$ cat config.mk
export PLATFORM = sky130hd
export DESIGN_NAME = apb_slave_regfile
export DESIGN_NICKNAME = d
export VERILOG_FILES = /design/src/rtl/apb_slave_regfile.sv
export SDC_FILE = /design/constraint.sdc
export NUM_CORES = 1
export LEC_CHECK = 0
export CORE_MARGIN = 2
export CORE_UTILIZATION = 35
export CTS_CLUSTER_DIAMETER = 200
export CTS_CLUSTER_SIZE = 25
export DETAILED_ROUTE_END_ITERATION = 8
export GPL_TIMING_DRIVEN = 0
export PLACE_DENSITY = 0.52
export SETUP_SLACK_MARGIN = 0.1
export SKIP_LAST_GASP = 1
export SYNTH_ARGS = -nofsm -noshare
export SYNTH_HDL_FRONTEND = slang
export SYNTH_SLANG_ARGS = --single-unit
$ cat constraint.sdc
create_clock -name pclk -period 6.5 [get_ports pclk]
set_input_delay 1.95 -clock pclk [delete_from_list [all_inputs] [get_ports pclk]]
set_output_delay 1.95 -clock pclk [all_outputs]
set_load 0.02 [all_outputs]
$ cat src/rtl/apb_slave_regfile.sv
// rtl/apb_slave_regfile.sv - APB3 completer with register bank, RO write counter, wait states
module apb_slave_regfile #(
    parameter int ADDR_W      = 4,
    parameter int NUM_REGS    = 8,
    parameter int WAIT_STATES = 1
) (
    input  logic              pclk,
    input  logic              prst,
    input  logic              psel,
    input  logic              penable,
    input  logic              pwrite,
    input  logic [ADDR_W-1:0] paddr,
    input  logic [31:0]       pwdata,
    output logic [31:0]       prdata,
    output logic              pready,
    output logic              pslverr
);

    typedef enum logic [1:0] {
        IDLE   = 2'd0,
        SETUP  = 2'd1,
        ACCESS = 2'd2
    } state_t;

    // Index of the read-only write counter, and the register count widened
    // by one bit so NUM_REGS == 2**ADDR_W still compares correctly.
    localparam logic [ADDR_W-1:0] WCOUNT_IDX = ADDR_W'(NUM_REGS - 1);
    localparam logic [ADDR_W:0]   NUM_REGS_W = (ADDR_W + 1)'(NUM_REGS);
    localparam logic [3:0]        WAIT_INIT  = 4'(WAIT_STATES);

    state_t            state;
    state_t            state_nxt;
    logic [3:0]        wcnt;
    logic [ADDR_W-1:0] addr_q;
    logic              wr_q;
    logic [31:0]       wdata_q;
    logic              err_q;
    logic [31:0]       regs [0:NUM_REGS-2];
    logic [31:0]       wcount;
    logic              setup_err;
    logic [31:0]       rd_mux;
    logic              enter_access;
    logic              do_write;

    assign pready       = (state == ACCESS) && (wcnt == 4'd0);
    assign pslverr      = pready && err_q;
    assign enter_access = (state == SETUP) && psel && penable;
    assign do_write     = pready && wr_q && !err_q;

    // Next-state decode; a completed ACCESS re-evaluates the bus like IDLE does.
    always_comb begin
        state_nxt = state;
        case (state)
            IDLE: begin
                if (psel && !penable) state_nxt = SETUP;
            end
            SETUP: begin
                if (!psel)        state_nxt = IDLE;
                else if (penable) state_nxt = ACCESS;
            end
            ACCESS: begin
                if (pready)                  state_nxt = (psel && !penable) ? SETUP : IDLE;
                else if (!psel || !penable)  state_nxt = IDLE;
            end
            default: state_nxt = IDLE;
        endcase
    end

    // Error decode and read mux from the live bus address during SETUP.
    always_comb begin
        setup_err = ({1'b0, paddr} >= NUM_REGS_W) || (pwrite && (paddr == WCOUNT_IDX));
        rd_mux    = 32'd0;
        if (paddr == WCOUNT_IDX) rd_mux = wcount;
        for (int i = 0; i < NUM_REGS - 1; i++) begin
            if (paddr == ADDR_W'(i)) rd_mux = regs[i];
        end
    end

    // FSM state, wait counter, and capture of the transfer at SETUP->ACCESS.
    always_ff @(posedge pclk) begin
        if (prst) begin
            state   <= IDLE;
            wcnt    <= 4'd0;
            addr_q  <= '0;
            wr_q    <= 1'b0;
            wdata_q <= 32'd0;
            err_q   <= 1'b0;
            prdata  <= 32'd0;
        end else begin
            state <= state_nxt;
            if (enter_access) begin
                wcnt    <= WAIT_INIT;
                addr_q  <= paddr;
                wr_q    <= pwrite;
                wdata_q <= pwdata;
                err_q   <= setup_err;
                if (!pwrite) prdata <= setup_err ? 32'd0 : rd_mux;
            end else if ((state == ACCESS) && (wcnt != 4'd0)) begin
                wcnt <= wcnt - 4'd1;
            end
        end
    end

    // Register bank and write counter; writes land only on a clean completion.
    always_ff @(posedge pclk) begin
        if (prst) begin
            for (int i = 0; i < NUM_REGS - 1; i++) regs[i] <= 32'd0;
            wcount <= 32'd0;
        end else if (do_write) begin
            for (int i = 0; i < NUM_REGS - 1; i++) begin
                if (addr_q == ADDR_W'(i)) regs[i] <= wdata_q;
            end
            wcount <= wcount + 32'd1;
        end
    end

endmodule

# Word-level counts from Yosys, hierarchy flattened
# Memories as Yosys holds them, arrays and structs flattened.
# Index checks and enable logic that the tools add are counted.
[classes] add_sub_neg=2 order_cmp=1 eq_ne=18 n_mux=55 n_bitwise=8 n_reduce_logical=23
[ops] operator="$mux W32" count=16
[ops] operator="$mux W1" count=33
[ops] operator="$add A32 B1 Y32 const B" count=1
[ops] operator="$eq A4 B3 Y1 const B" count=7
[ops] operator="$eq A4 B2 Y1 const B" count=4
[ops] operator="$logic_not A4 Y1" count=3
[ops] operator="$mux W2" count=5
[ops] operator="$logic_and A1 B1 Y1" count=9
[ops] operator="$eq A4 B1 Y1 const B" count=2
[ops] operator="$or A1 B1 Y1" count=7
[ops] operator="$pmux W2 S3" count=1
[ops] operator="$ge A4 B4 Y1 const B" count=1
[ops] operator="$reduce_bool A4 Y1" count=1
[ops] operator="$sub A4 B1 Y4 const B" count=1
[ops] operator="$logic_not A1 Y1" count=3
[ops] operator="$ne A3 B2 Y1 const B" count=1
[ops] operator="$ne A3 B3 Y1 const B" count=1
[ops] operator="$reduce_and A3 Y1" count=1
[ops] operator="$eq A2 B1 Y1 const B" count=1
[ops] operator="$eq A2 B2 Y1 const B" count=1
[ops] operator="$logic_not A2 Y1" count=1
[ops] operator="$logic_or A1 B1 Y1" count=2
[ops] operator="$ne A2 B2 Y1 const B" count=1
[ops] operator="$reduce_and A2 Y1" count=1
[ops] operator="other kinds (3)" count=3
[word_totals] reg_bits=108 ramBits=224 elab_cells=117 memories=1
[memory_table] memory="regs" words=7 word_bits=32 rd=7 rd_ports_with_merged_regs=0 wr=7 line_no="38" rtl="logic [31:0] regs [0:NUM_REGS-2];"

# Logic depth before layout (Yosys ltp)
# Gate-level depths: netlist of run 1.
[depth] word_depth=10 depth_mapped=9 mapped_depth_nobuf=6

# Worst setup path before layout of run 1
# Ideal clock, no wire load.
[synth_timing] kind="input-to-reg" startpoint="input prst" endpoint="memory regs[0][0] (enable)" setup_ns=0.394 arrival_ns=3.557 required_time_ns=6.106 path_slack_ns=2.549 cell_stages=4 path_cell_list="clkbuf_1 > clkbuf_1 > clkbuf_1 > nand2b_1"
[synth_lines] element="from (decl)" line_no="8" rtl="input logic prst,"
[synth_lines] element="to (decl)" line_no="38"

# Final worst setup path of run 1
[layout_timing] startpoint="input paddr[2]" endpoint="register prdata[26]"
[layout_between] elab_chain_cells=10
[layout_lines] element="from (decl)" line_no="12" rtl="input logic [ADDR_W-1:0] paddr,"
[layout_lines] element="$eq A4 B3 Y1" line_no="71, 73"
[layout_lines] element="$mux W32" line_no="73" rtl="if (paddr == WCOUNT_IDX) rd_mux = wcount;"
[layout_lines] element="$mux W32 (7 in a row)" line_no="75" rtl="if (paddr == ADDR_W'(i)) rd_mux = regs[i];"
[layout_lines] element="$mux W32 (*)" line_no="97" rtl="if (!pwrite) prdata <= setup_err ? 32'd0 : rd_mux;"
[layout_lines] element="to (signal assigned)" line_no="97"
[layout_lines] element="to (decl)" line_no="14" rtl="output logic [31:0] prdata,"
# Every way passes the cells marked *; elsewhere a longest branch is shown, timed or not.
# A chain may end at the register's enable or synchronous reset.

==> summary.txt, run 1 <==
Clock tree
  – Clk sink count: 332
  – CTS clk-pin slew, worst paths: 110 ps
  – CTS max path bufs: 3
  – Post-CTS Hold Buffers: 0
  – Post-CTS resize count: 0
  – Root buf cell: clkbuf_16
  – Clock latency on the worst-skew pair: 550 ps
  – Inserted Clock Buffers: 17
  – Post-CTS Setup Bufs: 0
  – Max H-tree Level: 1
  – CTS tree: yes

Routing
  – Drt via density: 5.39
  – Antenna Nets Post-Route: 0
  – Routed WL: 44800 um
  – Mean routed wirelength per cell: 22.7 um
  – Iter 0 DRT Violations: 919
  – TritonRoute pass-1 iters: 5
  – Vias: 10.6k
  – Residual DRC count: 0

Critical path
  – Worst path most repeated cell: clkbuf_1
  – Crit path cell chain: clkdlybuf4s50_1 -> clkbuf_1 -> nor4bb_1 -> clkbuf_1 -> and2_1 -> mux2i_1 -> o221ai_1
  – CP top delay family: buffers and inverters
  – Kind of critical path: in2reg
  – Max incr delay on CP: 1110 ps
  – Crit path DAT: 5080 ps
  – Crit path max fanout: 10
  – CP max stage cell: nor4bb_1
  – Buf+Inv Stages, Crit Path: 3
  – Critical Path Start Type: input pin
  – Crit path capture type: flop
  – Crit path required time: 6940 ps

Finish
  – Final Util: 40.4%
  – Share of layout cells above drive strength 1: 2.92%
  – Final net count: 1472
  – Multi-input gate area: 5010 um2
  – Register area: 8890 um2
  – Post-route cell area: 16500 um2
  – Area growth syn-to-layout: 14.1%
  – N_diodes: 0
  – Fillers: 3993

Placement
  – Pre-CTS setup slack: 1370 ps
  – Port Buffers: 72
  – GPL Wtd Cong: 0.818
  – Placement Cell Area: 16000 um2
  – Post-DP HPWL: 31200 um

Global route
  – Largest net degree at the start of global routing: 33
  – First-pass GRT wire length: 67000 um
  – Global route overflow: 0
  – Vias in the first global route: 10.3k
  – Gr usage total: 20.6%
  – Initial antenna violation count: 1

Yosys
  – Post-Synth Adder-Cell Area: 0.173%
  – Synth Area in XOR/XNOR: 0.607%
  – Seq cells post-synth: 332
  – EDFF count, synth: 224
  – Top_reg_cell synth: edfxtp_1
  – Synth Area in Simple Gates: 17.6%
  – Combinational family with the most area after synthesis: simple AND/OR/NAND/NOR gates
  – Register area share after synthesis: 61.6%
  – Multiplexer area fraction after synthesis: 2.76%
  – Asr flop ratio synth: 0%
  – Cell Area, Synth: 14400 um2
  – Compound-cell area share of the yosys netlist: 13.4%
  – Synth unique cells: 50
  – Mapped Avg Cell Area: 10.8 um2
  – Ys Warns: 0
  – Post-synthesis cell count: 1332
  – Synth Net Count: 1375

Timing
  – WHS: 454 ps
  – Fin crit share: 71.3%
  – Final hold vios: 0
  – Fin Clk Skew: 32.2 ps
  – Least-Margin Pin Slew: 1350 ps
  – Setup violations, final: 0
  – Max-slew violations: 0
  – RSZ-0062 raised after global routing: false
  – Worst setup margin: 1870 ps
  – Total Negative Setup Slacks: 0 ps
  – Relative slew slack: 8.50%
  – Peak Freq: 0.216 GHz
  – Final min period: 4630 ps

Floorplanning
  – Core Footprint: 40700 um2
  – Chip height: 207 um
  – IO Pins: 75
  – Initial Util: 35.4%
  – Die extent in x: 207 um
  – Area of the die: 42900 um2
  – Row cnt: 74

Pwr
  – Static leakage: 0.00522 uW
  – VDD IR max: 0.169 mV
  – Power Dens Cells: 229 nW/um2

Job
  – Max-cap violations: 0

Outcome
  – Outcome: finished, final reports clean

Min path
  – Tightest Hold Check Type: reg2reg
[kinds of logic after synthesis]
| logic type | count (synthesis) |
|---|---|
| AND/OR/NAND/NOR | 531 |
| buffers and inverters | 145 |
| AO/OA/AOI/OAI | 273 |
| multiplexers | 39 |
| XOR/XNOR | 10 |
| flip-flops | 332 |
| adder cells (fa/ha/maj) | 2 |
[through the flow]
stage / power (uW) / cells
2_1_floorplan: 2480 / 1332
4_1_cts: 3800 / 1972
3_5_place_dp: 2600 / 1942
3_3_place_gp: 2590 / 1936
6_report: 3770 / 1972
5_1_grt: 3880 / 1972
[worst reg2reg max path: cells and delay by family (launching register included)]
kind | cells | cell delay, ps
fa+ha+maj | 1 | 180
buf+inv | 2 | 220
flops | 1 | 340
simple gates | 4 | 2030
[synth_stat cells, types with 4 or more instances]
| cell | n | area share, % |
|---|---|---|
| o221ai_1 | 31 | 1.9 |
| or3_1 | 4 | 0.17 |
| xnor2_1 | 5 | 0.30 |
| nand3_1 | 15 | 0.52 |
| nand2_1 | 117 | 3.0 |
| and2_1 | 33 | 1.4 |
| nor3_1 | 7 | 0.24 |
| nor4_1 | 6 | 0.26 |
| a211oi_1 | 31 | 1.6 |
| buf_1 | 6 | 0.16 |
| o31ai_1 | 14 | 0.73 |
| inv_1 | 38 | 0.99 |
| nor2_1 | 216 | 5.6 |
| o21ai_0 | 38 | 1.3 |
| edfxtp_1 | 224 | 47 |
| a221oi_1 | 32 | 1.9 |
| xor2_1 | 5 | 0.30 |
| dfxtp_1 | 108 | 15 |
| a22oi_1 | 31 | 1.6 |
| or4_1 | 17 | 0.88 |
| and3_1 | 4 | 0.17 |
| and4_1 | 6 | 0.36 |
| nor2b_1 | 42 | 1.8 |
| nand2b_1 | 40 | 1.7 |
| nand4_1 | 8 | 0.35 |
| clkbuf_1 | 99 | 2.6 |
| o22a_1 | 31 | 1.9 |
| a21oi_1 | 57 | 2.0 |
| nand4b_1 | 4 | 0.24 |
| mux2_2 | 7 | 0.55 |
| mux2i_1 | 32 | 2.2 |
[power breakdown]
group	switching (uW)	internal (uW)	leakage, uW
Combinational	160	83.0	0.00180
Sequential	14.9	2300	0.00318
Clock	709	511	0.000237
[worst paths after layout]
path                            start                       end  slack, ps  cells after the start
max                          paddr[2]   prdata[26]$_SDFFE_PP0P_       1870                      7
min          regs[5][9]$_SDFFCE_PN0P_    prdata[9]$_SDFFE_PP0P_        450                      2
max reg2reg      wcnt[0]$_SDFFE_PP0P_  regs[1][8]$_SDFFCE_PN0P_       3300                      7
min reg2reg  regs[5][9]$_SDFFCE_PN0P_    prdata[9]$_SDFFE_PP0P_        450                      2
[state kept, by name, indices dropped and copies added (netlist names)]
name     count
regs       224
wr_q         1
err_q        1
state        2
addr_q       4
wdata_q     32
wcnt         4
wcount      32
prdata      32
[layer usage]
| layer | routed length [um] | global-route usage [%] | up-vias |
|---|---|---|---|
| met3 | 2250 | 2.26 | 69 |
| met1 | 19800 | 28.1 | 5246 |
| met4 | 1680 | 7.34 | 0 |
| li1 | - | - | 5006 |
| met5 | 0 | 0 | - |
| met2 | 21000 | 34.1 | 304 |
[layout make-up]
type / instances / area share (%)
Clock buffer: 28 / 2.83
Buffer: 107 / 2.53
Multi-Input combinational cell: 855 / 30.4
Sequential cell: 332 / 54.0
Clock inverter: 2 / 0.175
Timing Repair Buffer: 78 / 5.20
Inverter: 38 / 0.866
Tap cell: 532 / 4.04
[layout by cell type (no fill, tap or decap), types with 6 or more instances in the layout]
cell	synthesis	final
a221oi_1	32	32
o22a_1	31	31
nor2_1	216	216
o21ai_0	38	38
inv_1	38	38
a211oi_1	31	31
o221ai_1	31	31
clkbuf_16	0	17
edfxtp_1	224	224
buf_1	6	6
nor2b_1	42	42
dfxtp_1	108	108
a21oi_1	57	57
or4_1	17	17
nand2b_1	40	34
and2_1	33	33
nand2_1	117	117
clkbuf_1	99	110
o31ai_1	14	14
nand2b_2	0	6
mux2_2	7	7
clkdlybuf4s50_1	0	72
nor4_1	6	6
mux2i_1	32	32
and4_1	6	6
a22oi_1	31	31
nor3_1	7	7
nand4_1	8	8
nand3_1	15	15
(Power assumes the default switching activity.)
==> inputs of run 2 (changes only) <==
PLACE_DENSITY = 0.54   (was 0.52)
clock period = 4.2 ns   (was 6.5 ns; I/O delays follow)
==> summary.txt, run 2 (synthesized netlist as in run 1, its figures left out) <==
Floorplanning
  – Die extent in x: 207 um (unchanged)
  – Chip height: 207 um (unchanged)
  – Core Footprint: 40700 um2 (unchanged)
  – Area of the die: 42900 um2 (unchanged)
  – IO Pins: 75 (unchanged)
  – Initial Util: 35.4% (unchanged)
  – Row cnt: 74 (unchanged)

Min path
  – Worst hold start: wdata_q[2]$_SDFFE_PP0P_
  – WHS Path Cells: 2 (unchanged)
  – Tightest Hold Check Type: reg2reg
  – Hold EP: wdata_q[2]$_SDFFE_PP0P_

Timing
  – Relative slew slack: 23.2% (+15 points)
  – Final min period: 3880 ps
  – RSZ-0062 raised after global routing: false
  – Fin Clk Skew: 22.0 ps (-10.2 ps)
  – WHS: 457 ps (+3.00 ps)
  – Max-slew violations: 0 (unchanged)
  – Least-Margin Pin Slew: 1140 ps (-217 ps)
  – Total Negative Setup Slacks: 0 ps (unchanged)
  – Peak Freq: 0.257 GHz
  – Setup violations, final: 0 (unchanged)
  – Fin crit share: 92.5%
  – Worst setup margin: 316 ps (-1550 ps)
  – Final hold vios: 0 (unchanged)

Routing
  – Vias: 10.7k (+0.81%)
  – Mean routed wirelength per cell: 22.6 um (-0.63%)
  – Residual DRC count: 0 (unchanged)
  – Antenna Nets Post-Route: 0 (unchanged)
  – TritonRoute pass-1 iters: 5 (unchanged)
  – Iter 0 DRT Violations: 861 (-6.3%)
  – Routed WL: 44500 um (-0.73%)
  – Drt via density: 5.44 (+0.91%)

Critical path
  – Crit path max fanout: 10 (unchanged)
  – Kind of critical path: in2reg
  – Reg2reg path depth: 7 (unchanged)
  – Crit path capture type: flop
  – Critical Path Start Type: input pin
  – Crit path DAT: 4320 ps (-760 ps)
  – Crit path required time: 4640 ps (-2300 ps)
  – R2r setup slk: 1030 ps (-2270 ps)
  – Reg-to-reg startpoint: wcnt[0]$_SDFFE_PP0P_
  – Reg-to-reg endpoint: regs[1][6]$_SDFFCE_PN0P_

Clock tree
  – Post-CTS resize count: 0 (unchanged)
  – Root buf cell: clkbuf_16
  – CTS max path bufs: 3 (unchanged)
  – Post-CTS Hold Buffers: 0 (unchanged)
  – Max H-tree Level: 1 (unchanged)
  – Clk sink count: 332 (unchanged)
  – CTS clk-pin slew, worst paths: 100 ps (about the same)
  – Post-CTS Setup Bufs: 0 (unchanged)
  – CTS tree: yes
  – Inserted Clock Buffers: 17 (unchanged)
  – Clock latency on the worst-skew pair: 520 ps (-30 ps)

Pwr
  – Static leakage: 0.00520 uW (-0.39%)
  – Power Dens Cells: 354 nW/um2 (+54%)
  – VDD IR max: 0.241 mV (+43%)

Global route
  – Global route overflow: 0 (unchanged)
  – Gr usage total: 20.4% (-0.23 points)
  – Vias in the first global route: 10.6k (+2.9%)
  – Largest net degree at the start of global routing: 33 (unchanged)
  – First-pass GRT wire length: 66900 um (-0.16%)
  – Initial antenna violation count: 0 (-1)

Finish
  – Top reg by flops: regs
  – Fillers: 4022 (+0.73%)
  – Commonest non-fill, non-tap cell in the layout: edfxtp_1
  – Final net count: 1471 (-0.068%)
  – Area growth syn-to-layout: 13.8%
  – Final Util: 40.3% (-0.11 points)
  – Largest register FFs: 224 (unchanged)
  – Share of layout cells above drive strength 1: 2.78% (-0.14 points)
  – N_diodes: 0 (unchanged)
  – Most frequent cells in the layout: 224 x edfxtp_1, 216 x nor2_1, 117 x nand2_1

Job
  – Max-cap violations: 0 (unchanged)

Placement
  – Post-DP HPWL: 30800 um (-1.2%)
  – Port Buffers: 72 (unchanged)
  – Pre-CTS setup slack: -195 ps (-1570 ps)
  – GPL Wtd Cong: 0.813 (-0.50%)

Outcome
  – Outcome: finished, final reports clean
run 2: how the worst max path moves through the flow:
stage | start | to | slack [ps]
floorplan | prst | regs[0][0]$_SDFFCE_PN0P_ | 940
global placement | prst | regs[6][22]$_SDFFCE_PP0P_ | -850
detailed placement | paddr[2] | prdata[6]$_SDFFE_PP0P_ | -200
CTS | paddr[2] | prdata[6]$_SDFFE_PP0P_ | 340
global route | wcnt[0]$_SDFFE_PP0P_ | pslverr | 180
finish | paddr[2] | prdata[6]$_SDFFE_PP0P_ | 320
run 2: worst max-delay path, cell delays in order:
cell,delay [ps]
clkdlybuf4s50_1,590
clkbuf_1,400
nor4bb_1,950
clkbuf_1,600
and2_1,210
mux2i_1,70
o221ai_1,230
run 2: cell type report:
| cell class | count | area, um2 | area share, % |
|---|---|---|---|
| sequential | 332 | 8890 | 54.1 |
| buffer | 107 | 417 | 2.54 |
| clock inverter | 1 | 20.0 | 0.122 |
| multi-input combinational | 855 | 5010 | 30.5 |
| timing repair buffer | 77 | 821 | 5.00 |
| tap | 532 | 666 | 4.05 |
| clock buffer | 28 | 467 | 2.84 |
| inverter | 38 | 143 | 0.868 |
run 2: report_power, final:
part	switching (uW)	leakage [uW]	total (uW)	internal [uW]
Clock	1080	0.000232	1860	786
Combinational	247	0.00178	372	125
Sequential	23.3	0.00318	3580	3550
run 2: routing by layer:
| layer | track usage (%) | wire, um |
|---|---|---|
| met2 | 34.8 | 21900 |
| met1 | 27.4 | 19100 |
| met4 | 6.11 | 1330 |
| met3 | 2.11 | 2170 |
| met5 | 0 | 0 |
run 2: metrics by stage:
step	std cells	area (um2)	power, uW
after detailed placement	1941	15900	4020
after floorplan	1332	14400	3840
after CTS	1970	16400	5850
after global routing	1970	16400	5990
final	1970	16400	5810
after global placement	1936	15800	4010
==> inputs of run 3 (changes only) <==
ABC_CLOCK_PERIOD_IN_PS = 4200   (was default)
DONT_BUFFER_PORTS = 1   (was default)
PLACE_DENSITY = 0.52   (was 0.54)
==> summary.txt, run 3 (synthesized netlist as in run 1, its figures left out) <==
Outcome
  – Outcome: finished, final reports clean

Routing
  – TritonRoute pass-1 iters: 5 (unchanged)
  – Drt via density: 5.45 (+0.19%)
  – Vias: 10.4k (-3.4%)
  – Routed WL: 43700 um (-1.7%)
  – Iter 0 DRT Violations: 836 (-2.9%)
  – Antenna Nets Post-Route: 0 (unchanged)
  – Residual DRC count: 0 (unchanged)
  – Mean routed wirelength per cell: 23.0 um (+1.9%)

Clock tree
  – Post-CTS Hold Buffers: 0 (unchanged)
  – Inserted Clock Buffers: 17 (unchanged)
  – Post-CTS resize count: 0 (unchanged)
  – Max H-tree Level: 1 (unchanged)
  – Root buf cell: clkbuf_16
  – CTS tree: yes
  – Post-CTS Setup Bufs: 0 (unchanged)
  – Clk sink count: 332 (unchanged)
  – CTS max path bufs: 3 (unchanged)
  – CTS clk-pin slew, worst paths: 100 ps (about the same)
  – Clock latency on the worst-skew pair: 540 ps (+20 ps)

Critical path
  – Reg-to-reg startpoint: wcnt[0]$_SDFFE_PP0P_
  – Worst path most repeated cell: clkbuf_1
  – Crit path DAT: 3710 ps (-610 ps)
  – R2r setup slk: 1010 ps (-20 ps)
  – Max incr delay on CP: 660 ps (-290 ps)
  – Reg2reg path depth: 7 (unchanged)
  – Crit path max fanout: 21 (+11)
  – Crit path capture type: flop
  – Critical Path Start Type: input pin
  – Kind of critical path: in2reg
  – Reg-to-reg endpoint: regs[1][9]$_SDFFCE_PN0P_
  – Crit path cell chain: clkbuf_1 -> clkbuf_1 -> clkbuf_1 -> a41o_2 -> buf_12
  – CP max stage cell: clkbuf_1
  – Crit path required time: 4420 ps (-220 ps)

Pwr
  – VDD IR max: 0.227 mV (-5.7%)
  – Power Dens Cells: 367 nW/um2 (+3.8%)
  – Static leakage: 0.00495 uW (-4.7%)

Floorplanning
  – Area of the die: 42900 um2 (unchanged)
  – Initial Util: 35.4% (unchanged)
  – Chip height: 207 um (unchanged)
  – Die extent in x: 207 um (unchanged)
  – IO Pins: 75 (unchanged)
  – Row cnt: 74 (unchanged)
  – Core Footprint: 40700 um2 (unchanged)

Placement
  – GPL Wtd Cong: 0.807 (-0.81%)
  – Port Buffers: 0 (-100%)
  – Post-DP HPWL: 30900 um (+0.43%)
  – Placed Cells: 1870 (-3.7%)
  – Placement Cell Area: 15200 um2 (-4.3%)

Global route
  – First-pass GRT wire length: 65700 um (-1.7%)
  – Global route overflow: 0 (unchanged)
  – Vias in the first global route: 9935 (-6.2%)
  – Largest net degree at the start of global routing: 33 (unchanged)
  – Gr usage total: 20.2% (-0.19 points)
  – Initial antenna violation count: 1 (+1)

Timing
  – RSZ-0062 raised after global routing: false
  – Final hold vios: 0 (unchanged)
  – Least-Margin Pin Slew: 1060 ps (-72.4 ps)
  – Fin crit share: 83.2% (-9.3 points)
  – Final min period: 3490 ps (-392 ps)
  – Max-slew violations: 0 (unchanged)
  – Fin Clk Skew: 33.9 ps (+11.9 ps)
  – Relative slew slack: 28.1% (+4.9 points)
  – WHS: 452 ps (-4.99 ps)
  – Peak Freq: 0.286 GHz (+11%)
  – Setup violations, final: 0 (unchanged)

Min path
  – WHS Path Cells: 2 (unchanged)
  – Hold EP: prdata[28]$_SDFFE_PP0P_
  – Worst hold start: regs[5][28]$_SDFFCE_PN0P_
  – Tightest Hold Check Type: reg2reg

Finish
  – Area growth syn-to-layout: 9.04%
  – Share of layout cells above drive strength 1: 3.07% (+0.29 points)
  – Most frequent cells in the layout: 224 x edfxtp_1, 216 x nor2_1, 117 x nand2_1
  – Top reg by flops: regs
  – Commonest non-fill, non-tap cell in the layout: edfxtp_1
  – Largest register FFs: 224 (unchanged)
  – Fillers: 4076 (+1.3%)
  – Final non-filler cell total: 1900 (-3.6%)
  – Post-route cell area: 15700 um2 (-4.2%)
  – Register area: 8890 um2 (unchanged)
  – N_diodes: 0 (unchanged)
  – Final net count: 1400 (-4.8%)
  – Multi-input gate area: 5010 um2 (unchanged)

Job
  – Max-cap violations: 0 (unchanged)
==> run 3: changes by cell type in the layout (fill, tap and decap cells not counted), sizes merged <==
cell | before | now
clkdlybuf4s50 | 72 | 0
buf | 13 | 14
inv | 39 | 40
==> run 3: stage by stage <==
| stage | setup TNS [ps] | util [%] | total power (uW) | setup WS (ps) |
|---|---|---|---|---|
| after floorplan | 0 | - | 3840 | 939 |
| after global placement | -100650 | 37.1 | 3970 | -803 |
| after detailed placement | 0 | 37.4 | 3980 | 150 |
| after CTS | 0 | 38.6 | 5830 | 697 |
| after global routing | 0 | 38.6 | 5960 | 571 |
| final | 0 | 38.6 | 5780 | 708 |
==> run 3: worst max-delay path by stage <==
stage	to	cells after the start	slack [ps]	start
after CTS	regs[6][23]$_SDFFCE_PP0P_	5	700	prst
final	regs[6][22]$_SDFFCE_PP0P_	5	710	prst
after global routing	regs[6][22]$_SDFFCE_PP0P_	5	570	prst
after global placement	regs[6][22]$_SDFFCE_PP0P_	4	-800	prst
after detailed placement	regs[6][30]$_SDFFCE_PP0P_	5	150	prst
after floorplan	regs[0][0]$_SDFFCE_PN0P_	4	940	prst
==> run 3: worst max-delay path: cells and delay by family <==
| kind | cells | cell delay (ps) |
|---|---|---|
| compound gates | 1 | 490 |
| buf+inv | 4 | 1930 |
==> run 3: layer usage <==
| layer | GRT usage, % | vias to the layer above | wire length, um |
|---|---|---|---|
| met1 | 27.1 | 5110 | 18900 |
| met3 | 3.35 | 61 | 2640 |
| met5 | 0 | - | 11 |
| li1 | - | 4874 | - |
| met2 | 33.3 | 303 | 20700 |
| met4 | 6.65 | 2 | 1500 |
==> run 3: layout make-up <==
cell class / count / area share, %
inverters: 38 / 0.906
plain buffers: 107 / 2.65
multi-input cells: 855 / 31.8
well taps: 532 / 4.23
flip-flops and latches: 332 / 56.5
repair buffers: 6 / 0.811
clock buffers: 28 / 2.96
clock inverters: 2 / 0.183
==> run 3: power breakdown <==
| part | switching, uW | internal, uW | leakage (uW) |
|---|---|---|---|
| logic | 233 | 95.0 | 0.00153 |
| registers | 24.6 | 3550 | 0.00318 |
| clock network | 1090 | 791 | 0.000237 |
